==> src/rtl/vx_pending_instr_tracker_pkg.sv <==
// ----------------------------------------------------------------------------
// vx_pending_instr_tracker_pkg
// Shared constants for the pending-instruction tracker: default warp count,
// lane counts, warp-id width and the per-warp counter width, plus width
// helpers used by the interface, the top level and the counter.
// ----------------------------------------------------------------------------
package vx_pending_instr_tracker_pkg;

    // Width of a warp id; a single warp still needs a one-bit id.
    function automatic int calc_nw_width(input int num_warps);
        return (num_warps > 1) ? $clog2(num_warps) : 1;
    endfunction

    // Width needed to hold a population count of 0..n.
    function automatic int calc_cnt_width(input int n);
        return (n > 0) ? $clog2(n + 1) : 1;
    endfunction

    localparam int DEF_NUM_WARPS    = 8;
    localparam int DEF_NUM_EX_UNITS = 3;
    localparam int DEF_ISSUE_W      = 1;
    localparam int DEF_COMMIT_W     = DEF_NUM_EX_UNITS;
    localparam int NW_WIDTH         = calc_nw_width(DEF_NUM_WARPS);
    localparam int PENDING_CTR_W    = 6;
    // The CSR instruction asking the question is itself in flight.
    localparam int DEF_ALM_EMPTY    = 1;

endpackage

==> src/rtl/vx_pending_instr_tracker_if.sv <==
// ----------------------------------------------------------------------------
// vx_pending_instr_tracker_if
// Groups the observed issue/commit fires and the CSR-facing query/status
// signals of the pending-instruction tracker.
//   issue_valid/issue_wid           : issue fires and their warp ids
//   commit_valid/commit_wid/_eop    : commit fires per lane; only eop retires
//   alm_empty_wid -> alm_empty      : combinational almost-empty query
//   pending_mask, overflow          : per-warp busy mask, sticky error
// master: the scheduler side driving events; slave: the tracker.
// ----------------------------------------------------------------------------
interface vx_pending_instr_tracker_if #(
    parameter int NUM_WARPS = vx_pending_instr_tracker_pkg::DEF_NUM_WARPS,
    parameter int ISSUE_W   = vx_pending_instr_tracker_pkg::DEF_ISSUE_W,
    parameter int COMMIT_W  = vx_pending_instr_tracker_pkg::DEF_COMMIT_W
);
    localparam int NW = vx_pending_instr_tracker_pkg::calc_nw_width(NUM_WARPS);

    logic [ISSUE_W-1:0]       issue_valid;
    logic [ISSUE_W*NW-1:0]    issue_wid;
    logic [COMMIT_W-1:0]      commit_valid;
    logic [COMMIT_W*NW-1:0]   commit_wid;
    logic [COMMIT_W-1:0]      commit_eop;
    logic [NW-1:0]            alm_empty_wid;
    logic                     alm_empty;
    logic [NUM_WARPS-1:0]     pending_mask;
    logic                     overflow;

    modport master (
        output issue_valid, issue_wid, commit_valid, commit_wid, commit_eop,
        output alm_empty_wid,
        input  alm_empty, pending_mask, overflow
    );

    modport slave (
        input  issue_valid, issue_wid, commit_valid, commit_wid, commit_eop,
        input  alm_empty_wid,
        output alm_empty, pending_mask, overflow
    );

endinterface

==> src/rtl/vx_pending_ctr.sv <==
// ----------------------------------------------------------------------------
// vx_pending_ctr
// Single saturating up/down counter of in-flight instructions for one warp.
//   clk, reset : clock, synchronous active-high reset (clears the count)
//   inc_i      : number of issues to this warp this cycle
//   dec_i      : number of eop commits of this warp this cycle
//   cnt_o      : registered count
//   is_zero_o  : count == 0
//   err_o      : this cycle's update would under- or overflow (count saturates)
// ----------------------------------------------------------------------------
module vx_pending_ctr #(
    parameter int CTR_W = 6,
    parameter int INC_W = 1,
    parameter int DEC_W = 2
) (
    input  logic             clk,
    input  logic             reset,
    input  logic [INC_W-1:0] inc_i,
    input  logic [DEC_W-1:0] dec_i,
    output logic [CTR_W-1:0] cnt_o,
    output logic             is_zero_o,
    output logic             err_o
);
    // Two guard bits: the MSB acts as a sign (underflow), the next one as
    // a carry past the maximum count (overflow).
    localparam int SW = CTR_W + 2;

    logic [CTR_W-1:0] cnt_q, cnt_d;
    logic [SW-1:0]    sum;
    logic             under, over;

    always_comb begin
        sum   = SW'(cnt_q) + SW'(inc_i) - SW'(dec_i);
        under = sum[SW-1];
        over  = !sum[SW-1] && sum[CTR_W];
        if (under) begin
            cnt_d = '0;
        end else if (over) begin
            cnt_d = '1;
        end else begin
            cnt_d = sum[CTR_W-1:0];
        end
        err_o = under || over;
    end

    always_ff @(posedge clk) begin
        if (reset) begin
            cnt_q <= '0;
        end else begin
            cnt_q <= cnt_d;
        end
    end

    assign cnt_o     = cnt_q;
    assign is_zero_o = (cnt_q == '0);

endmodule

==> src/rtl/vx_pending_instr_tracker.sv <==
// ----------------------------------------------------------------------------
// vx_pending_instr_tracker
// Per-warp count of instructions issued but not yet retired (eop commit).
// Feeds the CSR unit's almost-empty query and exports a pending mask for
// fences/barriers. Always ready: it only observes fires.
//   clk, reset : clock, synchronous active-high reset
//   bus        : slave side of vx_pending_instr_tracker_if
//                (issue/commit fires in, alm_empty/pending_mask/overflow out)
// Counts update one cycle after the fire; alm_empty and pending_mask are
// combinational reads of the registered counts.
// ----------------------------------------------------------------------------
module vx_pending_instr_tracker
    import vx_pending_instr_tracker_pkg::*;
#(
    parameter int NUM_WARPS  = DEF_NUM_WARPS,
    parameter int ISSUE_W    = DEF_ISSUE_W,
    parameter int COMMIT_W   = DEF_COMMIT_W,
    parameter int CTR_W      = PENDING_CTR_W,
    parameter int ALM_EMPTY  = DEF_ALM_EMPTY,
    parameter bit ERR_ASSERT = 1'b1
) (
    input  logic                         clk,
    input  logic                         reset,
    vx_pending_instr_tracker_if.slave    bus
);
    localparam int NW      = calc_nw_width(NUM_WARPS);
    localparam int IW      = calc_cnt_width(ISSUE_W);
    localparam int DW      = calc_cnt_width(COMMIT_W);
    localparam int NW_SPAN = 1 << NW;

    logic [CTR_W-1:0]     cnt_w [NUM_WARPS];
    logic [NUM_WARPS-1:0] zero_w;
    logic [NUM_WARPS-1:0] err_w;
    logic [NW_SPAN-1:0]   ae_vec;
    logic                 overflow_q;

    genvar gi;
    generate
        for (gi = 0; gi < NUM_WARPS; gi++) begin : g_warp
            logic [IW-1:0] inc;
            logic [DW-1:0] dec;

            // Decode every slot/lane against this warp and popcount the hits.
            always_comb begin
                inc = '0;
                for (int i = 0; i < ISSUE_W; i++) begin
                    if (bus.issue_valid[i] && (bus.issue_wid[i*NW +: NW] == NW'(gi))) begin
                        inc = inc + IW'(1);
                    end
                end
            end

            always_comb begin
                dec = '0;
                for (int j = 0; j < COMMIT_W; j++) begin
                    if (bus.commit_valid[j] && bus.commit_eop[j]
                        && (bus.commit_wid[j*NW +: NW] == NW'(gi))) begin
                        dec = dec + DW'(1);
                    end
                end
            end

            vx_pending_ctr #(
                .CTR_W (CTR_W),
                .INC_W (IW),
                .DEC_W (DW)
            ) u_ctr (
                .clk       (clk),
                .reset     (reset),
                .inc_i     (inc),
                .dec_i     (dec),
                .cnt_o     (cnt_w[gi]),
                .is_zero_o (zero_w[gi]),
                .err_o     (err_w[gi])
            );
        end

        // Query table padded to the full id space so ids beyond the last
        // warp read as empty without a range compare.
        for (gi = 0; gi < NW_SPAN; gi++) begin : g_ae
            if (gi < NUM_WARPS) begin : g_real
                assign ae_vec[gi] = (cnt_w[gi] <= CTR_W'(ALM_EMPTY));
            end else begin : g_pad
                assign ae_vec[gi] = 1'b1;
            end
        end
    endgenerate

    assign bus.alm_empty    = ae_vec[bus.alm_empty_wid];
    assign bus.pending_mask = ~zero_w;
    assign bus.overflow     = overflow_q;

    // Sticky until reset so software can find out after the fact.
    always_ff @(posedge clk) begin
        if (reset) begin
            overflow_q <= 1'b0;
        end else if (|err_w) begin
            overflow_q <= 1'b1;
        end
    end

    generate
        if (ERR_ASSERT) begin : g_assert
            a_no_ctr_err : assert property (@(posedge clk) disable iff (reset) err_w == '0);
        end
    endgenerate

endmodule

==> src/flat_wrapper.sv <==
// flat-port wrapper written by rule: the top's interface ports become plain ports
module vx_pending_instr_tracker_flat import vx_pending_instr_tracker_pkg::*;
#(
    parameter int NUM_WARPS  = DEF_NUM_WARPS,
    parameter int ISSUE_W    = DEF_ISSUE_W,
    parameter int COMMIT_W   = DEF_COMMIT_W,
    parameter int CTR_W      = PENDING_CTR_W,
    parameter int ALM_EMPTY  = DEF_ALM_EMPTY,
    parameter bit ERR_ASSERT = 1'b1
)
  (clk, reset, bus_issue_valid, bus_issue_wid, bus_commit_valid, bus_commit_wid, bus_commit_eop, bus_alm_empty_wid, bus_alm_empty, bus_pending_mask, bus_overflow);
  vx_pending_instr_tracker_if #(.NUM_WARPS(NUM_WARPS), .ISSUE_W(ISSUE_W), .COMMIT_W(COMMIT_W)) bus_i ();
  input  logic clk;
  input  logic reset;
  input wire logic [$bits(bus_i.issue_valid)-1:0] bus_issue_valid;
  input wire logic [$bits(bus_i.issue_wid)-1:0] bus_issue_wid;
  input wire logic [$bits(bus_i.commit_valid)-1:0] bus_commit_valid;
  input wire logic [$bits(bus_i.commit_wid)-1:0] bus_commit_wid;
  input wire logic [$bits(bus_i.commit_eop)-1:0] bus_commit_eop;
  input wire logic [$bits(bus_i.alm_empty_wid)-1:0] bus_alm_empty_wid;
  output wire logic [$bits(bus_i.alm_empty)-1:0] bus_alm_empty;
  output wire logic [$bits(bus_i.pending_mask)-1:0] bus_pending_mask;
  output wire logic [$bits(bus_i.overflow)-1:0] bus_overflow;
  assign bus_i.issue_valid = bus_issue_valid;
  assign bus_i.issue_wid = bus_issue_wid;
  assign bus_i.commit_valid = bus_commit_valid;
  assign bus_i.commit_wid = bus_commit_wid;
  assign bus_i.commit_eop = bus_commit_eop;
  assign bus_i.alm_empty_wid = bus_alm_empty_wid;
  assign bus_alm_empty = bus_i.alm_empty;
  assign bus_pending_mask = bus_i.pending_mask;
  assign bus_overflow = bus_i.overflow;
  vx_pending_instr_tracker #(.NUM_WARPS(NUM_WARPS), .ISSUE_W(ISSUE_W), .COMMIT_W(COMMIT_W), .CTR_W(CTR_W), .ALM_EMPTY(ALM_EMPTY), .ERR_ASSERT(ERR_ASSERT)) u_core (.clk(clk), .reset(reset), .bus(bus_i));
endmodule
==> config.mk <==
export PLATFORM = sky130hd
export DESIGN_NAME = vx_pending_instr_tracker_flat
export DESIGN_NICKNAME = d
export VERILOG_FILES = /design/src/rtl/vx_pending_instr_tracker_pkg.sv /design/src/rtl/vx_pending_instr_tracker_if.sv /design/src/rtl/vx_pending_ctr.sv /design/src/rtl/vx_pending_instr_tracker.sv /design/src/flat_wrapper.sv
export SDC_FILE = /design/constraint.sdc
export NUM_CORES = 1
export LEC_CHECK = 0
export BUFFER_PORTS_ARGS = -buffer_cell sky130_fd_sc_hd__buf_2
export CORE_MARGIN = 2
export CORE_UTILIZATION = 35
export DETAILED_ROUTE_END_ITERATION = 10
export GPL_ROUTABILITY_DRIVEN = 0
export HOLD_SLACK_MARGIN = 0.02
export SLEW_MARGIN = 20
export SYNTH_ARGS = -nofsm -noshare
export SYNTH_HDL_FRONTEND = slang
export SYNTH_SLANG_ARGS = --single-unit
==> constraint.sdc <==
create_clock -name clk -period 8.4 [get_ports clk]
set_clock_uncertainty 0.15 [all_clocks]
set_input_delay 0.84 -clock clk [delete_from_list [all_inputs] [get_ports clk]]
set_output_delay 0.84 -clock clk [all_outputs]
set_load 0.1 [all_outputs]
==> results of run 1 <==
-- per-stage QoR --
stage          hold slack [ns]  utilization
3_3_place_gp             0.385        0.383
2_1_floorplan            0.352            -
4_1_cts                  0.407        0.396
3_5_place_dp             0.396        0.383
6_report                 0.409        0.396
5_1_grt                  0.445        0.396
-- critical path, stage by stage --
cell,delay [ns]
buf_2,0.09
nand2_1,0.04
or2_2,0.32
nor2_1,0.15
ha_1,0.26
xor2_1,0.17
ha_1,0.22
fa_1,0.43
nor2b_1,0.16
o21ai_0,0.14
o22a_1,0.33
nor4bb_1,0.40
a41oi_1,0.15
-- flip-flops by register name, indices dropped and copies added, names as in the netlist --
name and flops:
u_core.g_warp.u_ctr.cnt_o 48, u_core.bus.overflow 1
-- cells in the final DEF, fill, tap and decap left out, types with 8 or more instances in the layout --
master / n
buf_2: 33
nor2_1: 47
nor3_1: 15
nand2_1: 34
o21ai_0: 11
inv_1: 57
nand2b_1: 18
nand3_1: 26
fa_1: 8
a21oi_1: 54
ha_1: 48
dfxtp_1: 49
or2_1: 8
xnor2_1: 30
nor2b_1: 10
mux2i_1: 8
xor2_1: 29
-- where the power goes --
group	leakage, nW	total, mW	internal, mW	switching, mW
logic	1.63	0.838	0.253	0.585
clock network	0.0841	0.241	0.149	0.0917
registers	0.401	0.392	0.298	0.0943
-- routing by layer --
| layer | vias up | GRT usage | part of all wire | wire, µm |
|---|---|---|---|---|
| met4 | 0 | 0.0402 | 0.0098 | 106 |
| li1 | 2048 | - | - | - |
| met3 | 9 | 0.0236 | 0.044 | 476 |
| met2 | 95 | 0.275 | 0.48 | 5170 |
| met1 | 1897 | 0.208 | 0.47 | 5110 |
| met5 | - | 0 | 0 | 0 |
-- worst paths after layout --
kind                                              startpoint                                          to  slack, ns  depth (start not counted)
setup reg to reg  u_core.g_warp[3].u_ctr.cnt_o[0]$_SDFF_PP0_            u_core.bus.overflow$_SDFFE_PP0P_       5.53                          9
setup / recovery                         bus_commit_valid[0]            u_core.bus.overflow$_SDFFE_PP0P_       4.69                         13
hold / removal    u_core.g_warp[2].u_ctr.cnt_o[5]$_SDFF_PP0_  u_core.g_warp[2].u_ctr.cnt_o[2]$_SDFF_PP0_       0.41                          2
hold reg to reg   u_core.g_warp[2].u_ctr.cnt_o[5]$_SDFF_PP0_  u_core.g_warp[2].u_ctr.cnt_o[2]$_SDFF_PP0_       0.41                          2
-- logic make-up (layout without fill, tap and decap cells) --
logic type,Yosys count,in the layout,share of synthesized area
mux,11,11,0.0273
flops,49,49,0.214
simple gates,203,203,0.232
xor+xnor,60,60,0.116
fa+ha+maj,56,56,0.166
compound gates,123,123,0.177
buf+inv,76,98,0.0669
-- final cells by class --
cell class                 instances  area [µm²]
clock buffer                       7         143
clock inverter                     1        30.0
fill                            1334        7680
inverter                          57         214
multi-input combinational        453        3290
sequential                        49         981
tap                              172         215
timing repair buffer              33         165
-- synth_stat cells (all sizes together), types with 8 or more instances --
cell type  count
ha            48
a21oi         61
o21ai         15
fa             8
nor3          17
nand3         26
mux2i          8
inv           57
xnor2         31
xor2          29
nand2b        18
nor2          47
buf           12
a211oi        10
nand2         34
nor2b         11
dfxtp         49
or2           10
==> reports/metrics.yaml, run 1 <==
status: "finished clean"
synth_edf_count: 0
drt-pass1-iter-count: 5
crit_required_ns: 8.40
slew_viol_final: 0
layout-drive-gt1-share: 0.107
grt_pass1_vias: 3945
area_growth_pct: 10.1
synth_top_flop_cell: "dfxtp_1"
fin_ws_ns: 4.69
vias: 4049
hold_class: "register to register"
fin_area_um2: 5040
grt_pass1_wl_um: 18400
port_buffers: 33
finalPower_mw: 1.47
place_ws_ns: 4.37
syn_nets: 658
start_kind: "input port"
max_slew.worst_pin.slew_ns: 0.734
antenna_cells: 0
ctsHoldBuffers: 0
peakVddDrop_uv: 236
postCtsSetupBuffers: 0
setup_tns_ns: 0
synthTopCellsByArea: "dfxtp_1 (21%), ha_1 (13%), a21oi_1 (5.9%)"
cap_violations: 0
finalNetCount: 679
clock_path_buffers: 2
crit_fanout: 6
finalCriticalPeriod_ns: 3.71
max_freq_ghz: 0.270
row_count: 41
ys_seq_elements: 49
syn_area_per_cell_um2: 7.92
worstSetupEndpointType: "register"
antenna_found_initial: 0
drt_iter0_markers: 246
die_y_um: 118
dieArea_um2: 14000
critPathKind: "input port to register"
clock-sinks: 49
cts_tree: "built"
drc: 0
setup_viol: 0
netlist_area_um2: 4580
hpwl_um: 8910
grt_max_degree: 15
cts-root-buf: "clkbuf_16"
fin_crit_sh: 0.442
p_leak_nw: 2.12
synth_top_area_share: 0.214
maxSlewHeadroom: 0.506
core_area_um2: 12700
drtAntennaViolNets: 0
overflow: 0
cellPowerDensity_nw_per_um2: 292
dpl-instance-area_um2: 4870
clock_latency_ns: 0.29
grt_use_total: 0.159
cts-buffers-inserted: 5
async_flop_share: 0
initial_utilization: 0.360
dp.cells: 764
routed_wirelength_um: 10900
wl_per_cell_um: 14.1
clk_pin_slew_ns: 0.07
die_x_um: 118
viasPerCell: 5.24
rsz0062_at_grt: "no"
cp.arrival_ns: 3.71
finalNonFillerCells: 772
ys_seq_area_frac: 0.214
ys.warnings.count: 0
h-tree-depth: 2
postSynthCellCount: 578
ctsResizeCount: 0
hold_viol: 0
yosysTopAreaCell: "dfxtp_1"
synth.distinct_cells: 63
io_pins: 34
(Power assumes the default switching activity.)
==> inputs of run 2 (changes only) <==
Settings changed: ABC_AREA set to 1.
Clock period 8.4 ns to 3.86 ns, I/O delays scaled along.
==> run 2 against run 1 <==
Against the previous run:
- die area rose by 7.0%
- critical path type unchanged
- via count up 12%
- wire length is 2.8% lower
- register-to-register slack lost 4.2 ns
- synthesized cell count up 39%
- largest power group unchanged
- sequential share of layout area shrank 1.5 points
- highest routed layer unchanged
- final cell count is 33% higher
- area after synthesis grew 7.2%
==> reports/metrics.yaml, run 2 <==
hold_viol: 0  # unchanged
ctsResizeCount: 0  # unchanged
postCtsSetupBuffers: 0  # unchanged
fin_ws_ns: 1.11  # -3.58 ns
overflow: 0  # unchanged
synth_top_family_by_area: "simple AND/OR/NAND/NOR gates"
core_area_um2: 13800  # +8.3%
drt-pass1-iter-count: 4  # -1
clock_latency_ns: 0.29  # about the same
ys_seq_elements: 49  # unchanged
final_util: 0.396  # about the same
grt_pass1_wl_um: 18700  # +1.5%
ctsHoldBuffers: 0  # unchanged
vias: 4515  # +12%
grt_max_degree: 17  # +2
cts_tree: "built"
synth.distinct_cells: 31  # -51%
syn_nets: 885  # +34%
drtAntennaViolNets: 0  # unchanged
synth_edf_count: 0  # unchanged
syn_area_per_cell_um2: 6.10  # -23%
clock_path_buffers: 2  # unchanged
path_cells: "buf_2 -> nand2_1 -> nor2_1 -> inv_1 -> nor2_1 -> ha_1 -> xnor2_1 -> ha_1 -> fa_1 -> inv_1 -> nor2_1 -> nand2_1 -> nor2_2 -> nand3_1 -> nand2_2 -> nand2_1 -> nor2_1 -> nand2_1 -> nor2_1 -> nor2_1"
final_cell_mix: "nand2_1 (213), inv_1 (178), nor2_1 (101), dfxtp_1 (49), ha_1 (48)"
combinationalPowerShare: 0.558  # -0.012
dpl-instance-area_um2: 5290  # +8.7%
cap_violations: 0  # unchanged
setup_viol: 0  # unchanged
busiest_layer: "met2"
row_count: 43  # +4.9%
netlist_area_um2: 4910  # +7.2%
port_buffers: 33  # unchanged
use_met2: 0.248  # -0.0266
pwr-share-seq: 0.262  # -0.005
finalNetCount: 924  # +36%
synthMuxAreaShare: 0  # -0.0273
cp_top_family: "simple AND/OR/NAND/NOR gates"
largest_register_ffs: 48  # unchanged
max_freq_ghz: 0.364
crit_required_ns: 3.89  # -4.51 ns
crit_path_frequent_cell: "nor2_1"
peakVddDrop_uv: 394  # +67%
grt_use_total: 0.155  # -0.00483
gr-usage-met1: 0.222  # +0.0135
pwr-share-clk: 0.180  # +0.016
synth-compound-area-share: 0.0813  # -0.0958
grt_use_met3: 0.0191  # -0.00460
antenna_found_initial: 0  # unchanged
rsz0062_at_grt: "no"
whs_ns: 0.293  # -0.117 ns
routed_wirelength_um: 10600  # -2.8%
fin_crit_sh: 0.712
drt_iter0_markers: 198  # -20%
yosysMostFrequentCell: "nand2_1"
synth_top_area_share: 0.200  # -0.0144
critPathKind: "input port to register"
die_y_um: 122  # +3.4%
ys_seq_area_frac: 0.200  # -0.0144
cellPowerDensity_nw_per_um2: 520  # +78%
clock-sinks: 49  # unchanged
finalNonFillerCells: 1025  # +33%
crit_fanout: 4  # -2
h-tree-depth: 2  # unchanged
viasPerCell: 4.40  # -16%
worstSetupEndpointType: "register"
switchingPower_mw: 1.51  # +95%
ys.warnings.count: 0  # unchanged
start_kind: "input port"
dieArea_um2: 15000  # +7.0%
antenna_cells: 0  # unchanged
cp.arrival_ns: 2.78  # -0.93 ns
postSynthCellCount: 805  # +39%
hpwl_um: 9140  # +2.6%
cp_slowest_cell: "ha_1"
cts-buffers-inserted: 5  # unchanged
synthAdderAreaFrac: 0.155  # -0.0112
place_ws_ns: 0.751  # -3.62 ns
fin_area_um2: 5460  # +8.3%
layout_commonest_cell: "nand2_1"
power.internal_mw: 1.33  # +91%
async_flop_share: 0  # unchanged
p_leak_nw: 2.83  # +34%
synth_top_flop_cell: "dfxtp_1"
area_growth_pct: 11.2
synth_commonest_cells: "nand2_1 (213), inv_1 (178), nor2_1 (101)"
hold_class: "input port to register"
cts-root-buf: "clkbuf_16"
wl_per_cell_um: 10.3  # -27%
synthTopCellsByArea: "dfxtp_1 (20%), nand2_1 (16%), inv_1 (14%)"
maxSlewHeadroom: 0.641  # +0.135
max_slew.worst_pin.slew_ns: 0.533  # -0.201 ns
slew_viol_final: 0  # unchanged
layout-drive-gt1-share: 0.117  # +0.0105
setup_tns_ns: 0  # unchanged
finalCriticalPeriod_ns: 2.75
grt_pass1_vias: 4214  # +6.8%
finalPower_mw: 2.84  # +93%
synth_xor_area_frac: 0.0441  # -0.0723
p_sw_frac: 0.530  # +0.00619
yosysTopAreaCell: "dfxtp_1"
dp.cells: 1017  # +33%
cpPeakStageDelay_ns: 0.27  # -0.16 ns
path_buf_inv: 3  # +2
status: "finished clean"
clk_pin_slew_ns: 0.07  # about the same
initial_utilization: 0.356  # -0.00348
die_x_um: 122  # +3.4%
io_pins: 34  # unchanged
drc: 0  # unchanged
yosys.area_share.simple: 0.375  # +0.143
## run 2: cell count changes after synthesis, moves of 18 or more
cell      change
nand2b_1     -18
nand2_1     +179
nor2_1       +54
inv_1       +121
xnor2_1      -22
a21oi_1      -42
nand2_2      +19
## run 2: worst paths after layout
kind                                                                  from                                         end  slack, ns  cells after the start
worst max-delay path                                   bus_commit_valid[0]            u_core.bus.overflow$_SDFFE_PP0P_       1.11                     20
worst min-delay path                                                 reset            u_core.bus.overflow$_SDFFE_PP0P_       0.29                      2
worst max register to register  u_core.g_warp[5].u_ctr.cnt_o[0]$_SDFF_PP0_            u_core.bus.overflow$_SDFFE_PP0P_       1.31                     14
worst min register to register  u_core.g_warp[3].u_ctr.cnt_o[3]$_SDFF_PP0_  u_core.g_warp[3].u_ctr.cnt_o[3]$_SDFF_PP0_       0.55                      4
## run 2: layer usage
metal / vias to the layer above / share of wire
met1: 1923 / 0.53
met3: 2 / 0.039
li1: 2533 / -
met5: - / 0
met2: 57 / 0.42
met4: 0 / 0.0044
## run 2: layout make-up
type / count / area, µm²
well taps: 180 / 225
repair buffers: 33 / 165
inverters: 186 / 698
clock inverters: 3 / 46.3
clock buffers: 5 / 125
multi-input cells: 569 / 3220
flip-flops and latches: 49 / 981
fillers: 1542 / 8310
## run 2: logic make-up (layout without fill, tap and decap cells)
| group | Yosys count | after routing |
|---|---|---|
| fa+ha+maj | 56 | 56 |
| compound gates | 67 | 67 |
| flops | 49 | 49 |
| simple gates | 423 | 423 |
| xor+xnor | 23 | 23 |
| buf+inv | 187 | 227 |
## run 2: worst reg2reg max path, delay by kind of cell (launching register included)
family	cells	cell delay [ns]
compound gates	1	0.17
fa+ha+maj	3	1.01
buf+inv	1	0.07
flops	1	0.31
simple gates	9	0.73
## run 2: power by group through the flow
stage / Combinational (mW) / Clock (mW) / Sequential, mW
6_report: 1.58 / 0.511 / 0.744
4_1_cts: 1.60 / 0.521 / 0.743
5_1_grt: 1.76 / 0.540 / 0.766
3_3_place_gp: 1.59 / 0 / 0.757
2_1_floorplan: 1.29 / 0 / 0.754
3_5_place_dp: 1.59 / 0 / 0.755
